<file path="src/rtl/char_rx_buffer_pkg.sv">
// Shared types and helpers for the serial character receiver and its display buffer.
package char_rx_pkg;

  typedef enum logic [2:0] {
    WAIT_IDLE,
    IDLE,
    START,
    DATA,
    PARITY,
    STOP
  } rx_state_t;

  function automatic int count_width(input int depth);
    return $clog2(depth + 1);
  endfunction

  // Data is zero-extended by the caller; extra zeros do not change the XOR.
  function automatic logic parity_ok(input logic [63:0] data, input logic pbit, input logic odd);
    return ((^data) ^ pbit) == odd;
  endfunction

endpackage

</file>
<file path="src/rtl/char_rx_buffer_if.sv">
// Serial input, clear strobe and display-buffer outputs of the character receiver.
interface char_rx_buffer_if
  import char_rx_pkg::*;
#(
  parameter int DATA_W = 8,
  parameter int DEPTH  = 26
);
  localparam int CNT_W = count_width(DEPTH);

  logic                      rx_i;
  logic                      clr_i;
  logic [DEPTH*DATA_W-1:0]   chars_o;
  logic [CNT_W-1:0]          count_o;
  logic [DATA_W-1:0]         char_o;
  logic                      char_valid_o;
  logic                      frame_err_o;
  logic                      par_err_o;
  logic                      overflow_o;

  modport master (
    output rx_i, clr_i,
    input  chars_o, count_o, char_o, char_valid_o, frame_err_o, par_err_o, overflow_o
  );

  modport slave (
    input  rx_i, clr_i,
    output chars_o, count_o, char_o, char_valid_o, frame_err_o, par_err_o, overflow_o
  );

endinterface

</file>
<file path="src/rtl/char_rx_buffer_deframer.sv">
// Start/data/parity/stop deframer with mid-bit oversampled sampling and frame checks.
module char_rx_deframer
  import char_rx_pkg::*;
#(
  parameter int DATA_W     = 8,
  parameter int BIT_CYCLES = 1,
  parameter int PARITY_EN  = 0,
  parameter int PARITY_ODD = 0
) (
  input  logic              cclk,
  input  logic              rstb,
  input  logic              rx,
  output logic [DATA_W-1:0] data,
  output logic              take,
  output logic              accept,
  output logic              frame_err,
  output logic              par_err
);
  localparam int HALF  = (BIT_CYCLES - 1) / 2;
  localparam int CNT_W = $clog2(BIT_CYCLES + 1);
  localparam int IDX_W = $clog2(DATA_W + 1);
  localparam logic [CNT_W-1:0] BIT_LOAD  = CNT_W'(BIT_CYCLES - 1);
  localparam logic [CNT_W-1:0] HALF_LOAD = CNT_W'((HALF > 0) ? HALF - 1 : 0);
  localparam logic [IDX_W-1:0] LAST_IDX  = IDX_W'(DATA_W - 1);

  rx_state_t         state_reg;
  logic [CNT_W-1:0]  cnt_reg;
  logic [IDX_W-1:0]  idx_reg;
  logic [DATA_W-1:0] data_reg;
  logic              par_reg;
  logic              accept_reg;
  logic              ferr_reg;
  logic              perr_reg;
  logic              sample;
  logic              par_good;

  // cnt_reg counts down the cycles left before the next mid-bit sample.
  assign sample   = (cnt_reg == '0);
  assign par_good = (PARITY_EN == 0) || parity_ok(64'(data_reg), par_reg, PARITY_ODD != 0);
  assign take     = (state_reg == STOP) && sample && rx && par_good;

  always_ff @(posedge cclk or posedge rstb) begin
    if (rstb) begin
      state_reg  <= WAIT_IDLE;
      cnt_reg    <= '0;
      idx_reg    <= '0;
      data_reg   <= '0;
      par_reg    <= 1'b0;
      accept_reg <= 1'b0;
      ferr_reg   <= 1'b0;
      perr_reg   <= 1'b0;
    end else begin
      accept_reg <= 1'b0;
      ferr_reg   <= 1'b0;
      perr_reg   <= 1'b0;
      case (state_reg)
        WAIT_IDLE: if (rx) state_reg <= IDLE;
        IDLE: begin
          if (!rx) begin
            // With one cycle per bit the falling edge itself is the start check.
            if (HALF == 0) begin
              state_reg <= DATA;
              cnt_reg   <= BIT_LOAD;
              idx_reg   <= '0;
            end else begin
              state_reg <= START;
              cnt_reg   <= HALF_LOAD;
            end
          end
        end
        START: begin
          if (!sample) begin
            cnt_reg <= cnt_reg - 1'b1;
          end else if (rx) begin
            state_reg <= IDLE;
          end else begin
            state_reg <= DATA;
            cnt_reg   <= BIT_LOAD;
            idx_reg   <= '0;
          end
        end
        DATA: begin
          if (!sample) begin
            cnt_reg <= cnt_reg - 1'b1;
          end else begin
            data_reg <= {rx, data_reg[DATA_W-1:1]};
            cnt_reg  <= BIT_LOAD;
            if (idx_reg == LAST_IDX) state_reg <= (PARITY_EN != 0) ? PARITY : STOP;
            else idx_reg <= idx_reg + 1'b1;
          end
        end
        PARITY: begin
          if (!sample) begin
            cnt_reg <= cnt_reg - 1'b1;
          end else begin
            par_reg   <= rx;
            cnt_reg   <= BIT_LOAD;
            state_reg <= STOP;
          end
        end
        STOP: begin
          if (!sample) begin
            cnt_reg <= cnt_reg - 1'b1;
          end else if (!rx) begin
            ferr_reg  <= 1'b1;
            state_reg <= WAIT_IDLE;
          end else if (!par_good) begin
            perr_reg  <= 1'b1;
            state_reg <= IDLE;
          end else begin
            accept_reg <= 1'b1;
            state_reg  <= IDLE;
          end
        end
        default: state_reg <= WAIT_IDLE;
      endcase
    end
  end

  assign data      = data_reg;
  assign accept    = accept_reg;
  assign frame_err = ferr_reg;
  assign par_err   = perr_reg;

endmodule

</file>
<file path="src/rtl/char_rx_buffer.sv">
// Serial character receiver feeding a scrolling/saturating display buffer.
module char_rx_buffer
  import char_rx_pkg::*;
#(
  parameter int DATA_W     = 8,
  parameter int DEPTH      = 26,
  parameter int BIT_CYCLES = 1,
  parameter int PARITY_EN  = 0,
  parameter int PARITY_ODD = 0,
  parameter int SCROLL     = 1
) (
  input logic             cclk,
  input logic             rstb,
  char_rx_buffer_if.slave bus
);
  localparam int CNT_W = count_width(DEPTH);

  logic [DATA_W-1:0]       data;
  logic                    take;
  logic                    accept;
  logic                    frame_err;
  logic                    par_err;
  logic [CNT_W-1:0]        count_reg;
  logic [DATA_W-1:0]       char_reg;
  logic                    valid_reg;
  logic                    ferr_reg;
  logic                    perr_reg;
  logic                    ovf_reg;
  logic                    full;
  logic [DEPTH*DATA_W-1:0] chars;

  char_rx_deframer #(
    .DATA_W    (DATA_W),
    .BIT_CYCLES(BIT_CYCLES),
    .PARITY_EN (PARITY_EN),
    .PARITY_ODD(PARITY_ODD)
  ) u_deframer (
    .cclk     (cclk),
    .rstb     (rstb),
    .rx       (bus.rx_i),
    .data     (data),
    .take     (take),
    .accept   (accept),
    .frame_err(frame_err),
    .par_err  (par_err)
  );

  assign full = (count_reg == CNT_W'(DEPTH));

  // Buffer/char_o follow the stop-sample edge; the status pulses trail by one cycle.
  always_ff @(posedge cclk or posedge rstb) begin
    if (rstb) begin
      count_reg <= '0;
      char_reg  <= '0;
      valid_reg <= 1'b0;
      ferr_reg  <= 1'b0;
      perr_reg  <= 1'b0;
      ovf_reg   <= 1'b0;
    end else begin
      valid_reg <= accept;
      ferr_reg  <= frame_err;
      perr_reg  <= par_err;
      if (take) char_reg <= data;
      if (bus.clr_i) begin
        count_reg <= '0;
        ovf_reg   <= 1'b0;
      end else if (take) begin
        if (full) ovf_reg <= 1'b1;
        else count_reg <= count_reg + 1'b1;
      end
    end
  end

  for (genvar gi = 0; gi < DEPTH; gi++) begin : g_slot
    logic [DATA_W-1:0] slot_reg;
    logic [DATA_W-1:0] up;

    // On a full scroll each slot takes its upper neighbour; the top slot takes the new char.
    if (gi == DEPTH - 1) begin : g_top
      assign up = data;
    end else begin : g_mid
      assign up = chars[(gi+1)*DATA_W +: DATA_W];
    end

    always_ff @(posedge cclk or posedge rstb) begin
      if (rstb) begin
        slot_reg <= '0;
      end else if (bus.clr_i) begin
        slot_reg <= '0;
      end else if (take) begin
        if (count_reg == CNT_W'(gi)) slot_reg <= data;
        else if (full && (SCROLL != 0)) slot_reg <= up;
      end
    end

    assign chars[gi*DATA_W +: DATA_W] = slot_reg;
  end

  assign bus.chars_o      = chars;
  assign bus.count_o      = count_reg;
  assign bus.char_o       = char_reg;
  assign bus.char_valid_o = valid_reg;
  assign bus.frame_err_o  = ferr_reg;
  assign bus.par_err_o    = perr_reg;
  assign bus.overflow_o   = ovf_reg;

endmodule
</file>
<file path="src/flat_wrapper.sv">
// flat-port wrapper written by rule: the top's interface ports become plain ports
module char_rx_buffer_flat import char_rx_pkg::*;
#(
  parameter int DATA_W     = 8,
  parameter int DEPTH      = 26,
  parameter int BIT_CYCLES = 1,
  parameter int PARITY_EN  = 0,
  parameter int PARITY_ODD = 0,
  parameter int SCROLL     = 1
)
  (cclk, rstb, bus_rx_i, bus_clr_i, bus_chars_o, bus_count_o, bus_char_o, bus_char_valid_o, bus_frame_err_o, bus_par_err_o, bus_overflow_o);
  char_rx_buffer_if #(.DATA_W(DATA_W), .DEPTH(DEPTH)) bus_i ();
  input logic cclk;
  input logic rstb;
  input wire logic [$bits(bus_i.rx_i)-1:0] bus_rx_i;
  input wire logic [$bits(bus_i.clr_i)-1:0] bus_clr_i;
  output wire logic [$bits(bus_i.chars_o)-1:0] bus_chars_o;
  output wire logic [$bits(bus_i.count_o)-1:0] bus_count_o;
  output wire logic [$bits(bus_i.char_o)-1:0] bus_char_o;
  output wire logic [$bits(bus_i.char_valid_o)-1:0] bus_char_valid_o;
  output wire logic [$bits(bus_i.frame_err_o)-1:0] bus_frame_err_o;
  output wire logic [$bits(bus_i.par_err_o)-1:0] bus_par_err_o;
  output wire logic [$bits(bus_i.overflow_o)-1:0] bus_overflow_o;
  assign bus_i.rx_i = bus_rx_i;
  assign bus_i.clr_i = bus_clr_i;
  assign bus_chars_o = bus_i.chars_o;
  assign bus_count_o = bus_i.count_o;
  assign bus_char_o = bus_i.char_o;
  assign bus_char_valid_o = bus_i.char_valid_o;
  assign bus_frame_err_o = bus_i.frame_err_o;
  assign bus_par_err_o = bus_i.par_err_o;
  assign bus_overflow_o = bus_i.overflow_o;
  char_rx_buffer #(.DATA_W(DATA_W), .DEPTH(DEPTH), .BIT_CYCLES(BIT_CYCLES), .PARITY_EN(PARITY_EN), .PARITY_ODD(PARITY_ODD), .SCROLL(SCROLL)) u_core (.cclk(cclk), .rstb(rstb), .bus(bus_i));
endmodule
</file>
<file path="config.mk">
export PLATFORM = sky130hd
export DESIGN_NAME = char_rx_buffer_flat
export DESIGN_NICKNAME = d
export VERILOG_FILES = /design/src/rtl/char_rx_buffer_pkg.sv /design/src/rtl/char_rx_buffer_if.sv /design/src/rtl/char_rx_buffer_deframer.sv /design/src/rtl/char_rx_buffer.sv /design/src/flat_wrapper.sv
export SDC_FILE = /design/constraint.sdc
export NUM_CORES = 1
export LEC_CHECK = 0
export CAP_MARGIN = 15
export CORE_AREA = 4 4 154 156
export DETAILED_ROUTE_END_ITERATION = 16
export DIE_AREA = 0 0 158 160
export PLACE_DENSITY = 0.82
export SLEW_MARGIN = 20
export SYNTH_ARGS = -nofsm -noshare
export SYNTH_HDL_FRONTEND = slang
export SYNTH_SLANG_ARGS = --single-unit
</file>
<file path="constraint.sdc">
create_clock -name cclk -period 12.76 [get_ports cclk]
set_input_delay 2.552 -clock cclk [delete_from_list [all_inputs] [get_ports cclk]]
set_output_delay 2.552 -clock cclk [all_outputs]
set_load 0.005 [all_outputs]
</file>
==> results by stage <==
Floorplan:
- The region available for standard cell placement spans 22,400 um2.
- For this configuration, the core starts out at a cell density of 55.9%.
- The die outline area is 25,300 um2.
- The standard-cell row count is 55.
- In this run the vertical extent of the chip is 160 um.
- The die is 158 um wide.
- The number of ports placed on the die boundary is 229.

Final layout:
- Counting the fill cells in the layout gives 1,660.
- The diode insertion count for antenna repair is 0.
- The net count of the finished layout is 1,322.
- The area growth from synthesis to layout is 24.5%.
- The number of flip-flops in the largest register is 192.
- The share of post-route cells with drive strength above 1 is 9.08%.
- The non-filler instance count after layout is 1,617.

Global routing:
- The first-pass GRT wire length is 56,800 um.
- The via count of the first global-routing pass is 9,909.
- Entering global routing, the biggest net connects 130 pins.
- The global router's overall resource usage is 28.0%.
- The total global routing overflow is 0.
- The number of antenna violations at the first check in global routing is 0.

CTS:
- The post-cts gate resize count is 0.
- Post-CTS timing repair inserted 0 buffers for setup.
- The clock net in this run drives a total of 241 sinks.
- TritonCTS built the clock tree.
- For the worst-skew pair, the clock arrives at the later sink with an insertion delay of 0.53 ns.
- The clock-pin slew on the worst setup and hold paths is 0.06 ns.
- The number of buffers on the longest clock path is 3.
- The number of hold buffers added after CTS was 0.
- The tree is rooted in a clkbuf_16.
- The number of buffers created by CTS is 26.
- CTS built an H-tree with a depth of 1.

Route:
- Detailed routing inserted a total of 9,852 vias.
- The average vias per placed instance is 6.09.
- The remaining antenna violation count after routing is 0.
- The violation count after the first detailed-routing iteration is 766.
- Dividing the detail-routed wire length by the instance count gives 22.2 um.
- The first detailed-routing pass ran for 5 iterations.
- For this run, design rule violations remaining after detail routing come to 0.
- The sum of routed wire length over all layers is 35,900 um.

Power:
- Summed over all cells, the static leakage comes to 6.21 nW.
- The peak ir drop on the vdd network is 0.000135 V.
- For this design the ratio of total power to cell area is 127 nW/um2.

Setup path:
- The endpoint identified for the worst register-to-register timing path is u_core.g_slot[14].up[6]$_DFFE_PP0P_.
- STA classifies the critical path endpoint as a flip-flop.
- The critical-path maximum fanout is 36.
- The setup slack on the worst flop-to-flop path is 9.73 ns.
- The critical path goes through clkdlybuf4s50_1 > nand4b_4 > buf_4 > a211oi_2 > nor2_1 > a211oi_1.
- The data required time of the worst path is 13.18 ns.
- The sort of element at the start of the critical path is a primary input.
- The largest incremental delay on the critical path is 0.91 ns.
- The classification of the worst setup path is primary input to flip-flop.
- At the worst endpoint, the arrival time is 4.96 ns.
- The endpoint of the worst setup timing path is u_core.g_slot[13].up[7]$_DFFE_PP0P_.
- Among cell families on the critical path, the largest total delay comes from compound AO/OA/AOI/OAI gates.
- Tracing the worst setup path back leads to its startpoint at bus_rx_i.
- The depth of the most critical reg-to-reg path is 7.
- The worst register-to-register path begins at u_core.bus.count_o[0]$_DFFE_PP0P_.
- The slowest cell on the critical path is a211oi_2.
- The number of buffers and inverters on the critical path is 2.
- Counting buffers and inverters, the worst setup path is 6 cells deep.

Synthesis:
- The number of distinct library cells after synthesis is 54.
- The synthesized area per cell is 10.9 um2.
- The total nets after synthesis is 1,154.
- The most used flip-flop cell after synthesis is dfrtp_1.
- For this run, asynchronously set or reset flops after synthesis account for 100%.
- The yosys synthesis warning count is 0.
- Synthesis produced a netlist whose cell count is 1,144.
- The share of the yosys chip area belonging to registers is 48.3%.
- The number of enable flip-flop cells after synthesis is 0.
- The post-synth design cell area is 12,500 um2.
- The post-synthesis register bit count is 241.

STA:
- The highest clock rate is 220 MHz.
- The sum of negative setup slack is 0 ns.
- Setup repair after global routing left no endpoint under its margin.
- The slew of the pin with the lowest slew margin is 1.03 ns.
- The time the final worst path needs with I/O delays and setup is 4.54 ns.
- The worst pin sits at a relative slew slack of 31.2%.
- The final critical path takes up 35.6% of the cycle.
- The count of endpoints failing hold in the final timing report came to 0.
- Setup violations remaining at the end of the flow were counted as 0.
- The number of slew-limit violations in the final report was 0.
- The maximum clock skew at final layout is 0.0197 ns.

Placed design:
- The number of instances in the placed design is 1,569.
- The number of buffers inserted by port buffering is 227.
- After legalization and detailed placement, the total HPWL measured 23,700 um.
- The congestion estimate from routability-driven global placement came to 0.834.

Outcome:
- The run finished with clean final reports.

Flow run:
- The reported max-cap violation count is 0.

Worst hold path:
- The class of the worst hold path is flip-flop to flip-flop.
## layout by cell type, fill, tap and decap left out, types with 2 or more instances in the layout
cell type / synthesis / routed
a211oi_1: 190 / 190
a211oi_2: 8 / 8
a211oi_4: 11 / 11
a21oi_1: 3 / 3
a21oi_2: 2 / 2
a21oi_4: 2 / 2
a311oi_1: 9 / 9
buf_4: 12 / 14
buf_6: 17 / 2
bufinv_16: 0 / 2
clkbuf_1: 49 / 6
clkbuf_16: 0 / 27
clkbuf_8: 0 / 8
clkdlybuf4s50_1: 0 / 226
clkinv_2: 0 / 4
dfrtp_1: 241 / 239
dfrtp_2: 0 / 2
ha_1: 6 / 6
inv_1: 10 / 9
mux2_2: 8 / 8
mux2i_1: 200 / 200
nand2_1: 47 / 47
nand2b_1: 11 / 11
nand3_1: 6 / 6
nand3b_1: 9 / 9
nand4_1: 2 / 2
nand4_2: 3 / 3
nand4b_4: 2 / 2
nor2_1: 220 / 220
nor2_2: 2 / 2
nor2_4: 3 / 3
nor3_4: 11 / 11
o21ai_0: 4 / 4
or2_2: 2 / 2
or3b_1: 3 / 3
or4bb_1: 2 / 2
xnor2_1: 4 / 4
xor2_1: 2 / 2
## routing by layer
metal  vias up  GRT usage, %  part of all wire (%)
li1       4470             -                     -
met4         0          7.17                   2.6
met2       376          43.7                    47
met3        66          4.93                   6.9
met5         -             0                     0
met1      4940          41.0                    43
## worst min path at each step
stage | start | endpoint | depth (start not counted)
after floorplan | u_core.u_deframer.accept$_DFF_PP0_ | u_core.bus.char_valid_o$_DFF_PP0_ | 0
after global placement | u_core.u_deframer.frame_err$_DFF_PP0_ | u_core.bus.frame_err_o$_DFF_PP0_ | 0
after detailed placement | u_core.u_deframer.frame_err$_DFF_PP0_ | u_core.bus.frame_err_o$_DFF_PP0_ | 0
after CTS | u_core.u_deframer.accept$_DFF_PP0_ | u_core.bus.char_valid_o$_DFF_PP0_ | 0
after global routing | u_core.u_deframer.accept$_DFF_PP0_ | u_core.bus.char_valid_o$_DFF_PP0_ | 0
final | u_core.u_deframer.accept$_DFF_PP0_ | u_core.bus.char_valid_o$_DFF_PP0_ | 0
## worst register-to-register path, cell delays in order, from the launching register on
cell and delay [ns]:
dfrtp_1 0.43, ha_1 0.52, and3_1 0.23, ha_1 0.60, inv_1 0.12, a21oi_2 0.68
nor2_1 0.11, a211oi_1 0.25
## stage by stage
stage               area [um2]  setup WS, ns  total power, mW  hold WS (ns)  utilization (%)
floorplan                12500          3.59             1.05         0.331                -
global placement         14700          7.88             1.18         0.336             65.5
detailed placement       14700          7.70             1.19         0.336             65.5
CTS                      15500          8.26             1.97         0.351             69.5
global route             15600          8.03             2.04         0.370             69.5
finish                   15600          8.22             1.97         0.349             69.5
## cells in the mapped netlist (8+ instances only)
master	n	share of area [%]
dfrtp_1	241	48
nor2_1	220	6.6
mux2i_1	200	16
a211oi_1	190	11
clkbuf_1	49	1.5
nand2_1	47	1.4
buf_2	22	0.88
buf_6	17	1.5
buf_4	12	0.72
a211oi_4	11	1.8
nand2b_1	11	0.55
nor3_4	11	1.4
inv_1	10	0.30
a311oi_1	9	0.63
nand3b_1	9	0.54
a211oi_2	8	0.80
mux2_2	8	0.72
## kinds of logic (layout without fill, tap and decap cells)
kind of cell / after synthesis / count (layout) / share of synthesized area (%)
other cells: 1 / 1 / 0.0300
buf+inv: 113 / 301 / 5.09
compound gates: 232 / 232 / 15.5
fa+ha+maj: 6 / 6 / 0.601
xor+xnor: 6 / 6 / 0.421
mux: 208 / 208 / 16.7
flops: 241 / 241 / 48.3
simple gates: 337 / 337 / 13.4
## area by class of cell
type	instances	area, um2	share of cell area, %
clock buffer	41	808	5.20
clock inverter	7	87.6	0.563
inverter	11	48.8	0.314
multi-input combinational	790	5830	37.5
sequential	241	6030	38.8
tap	285	357	2.29
timing repair buffer	242	2390	15.4
## report_power, final
group,total (mW),internal [mW],switching (mW)
clock network,0.783,0.474,0.309
registers,0.879,0.798,0.0815
logic,0.311,0.106,0.205
No activity file was read; power rests on OpenSTA's default activity.
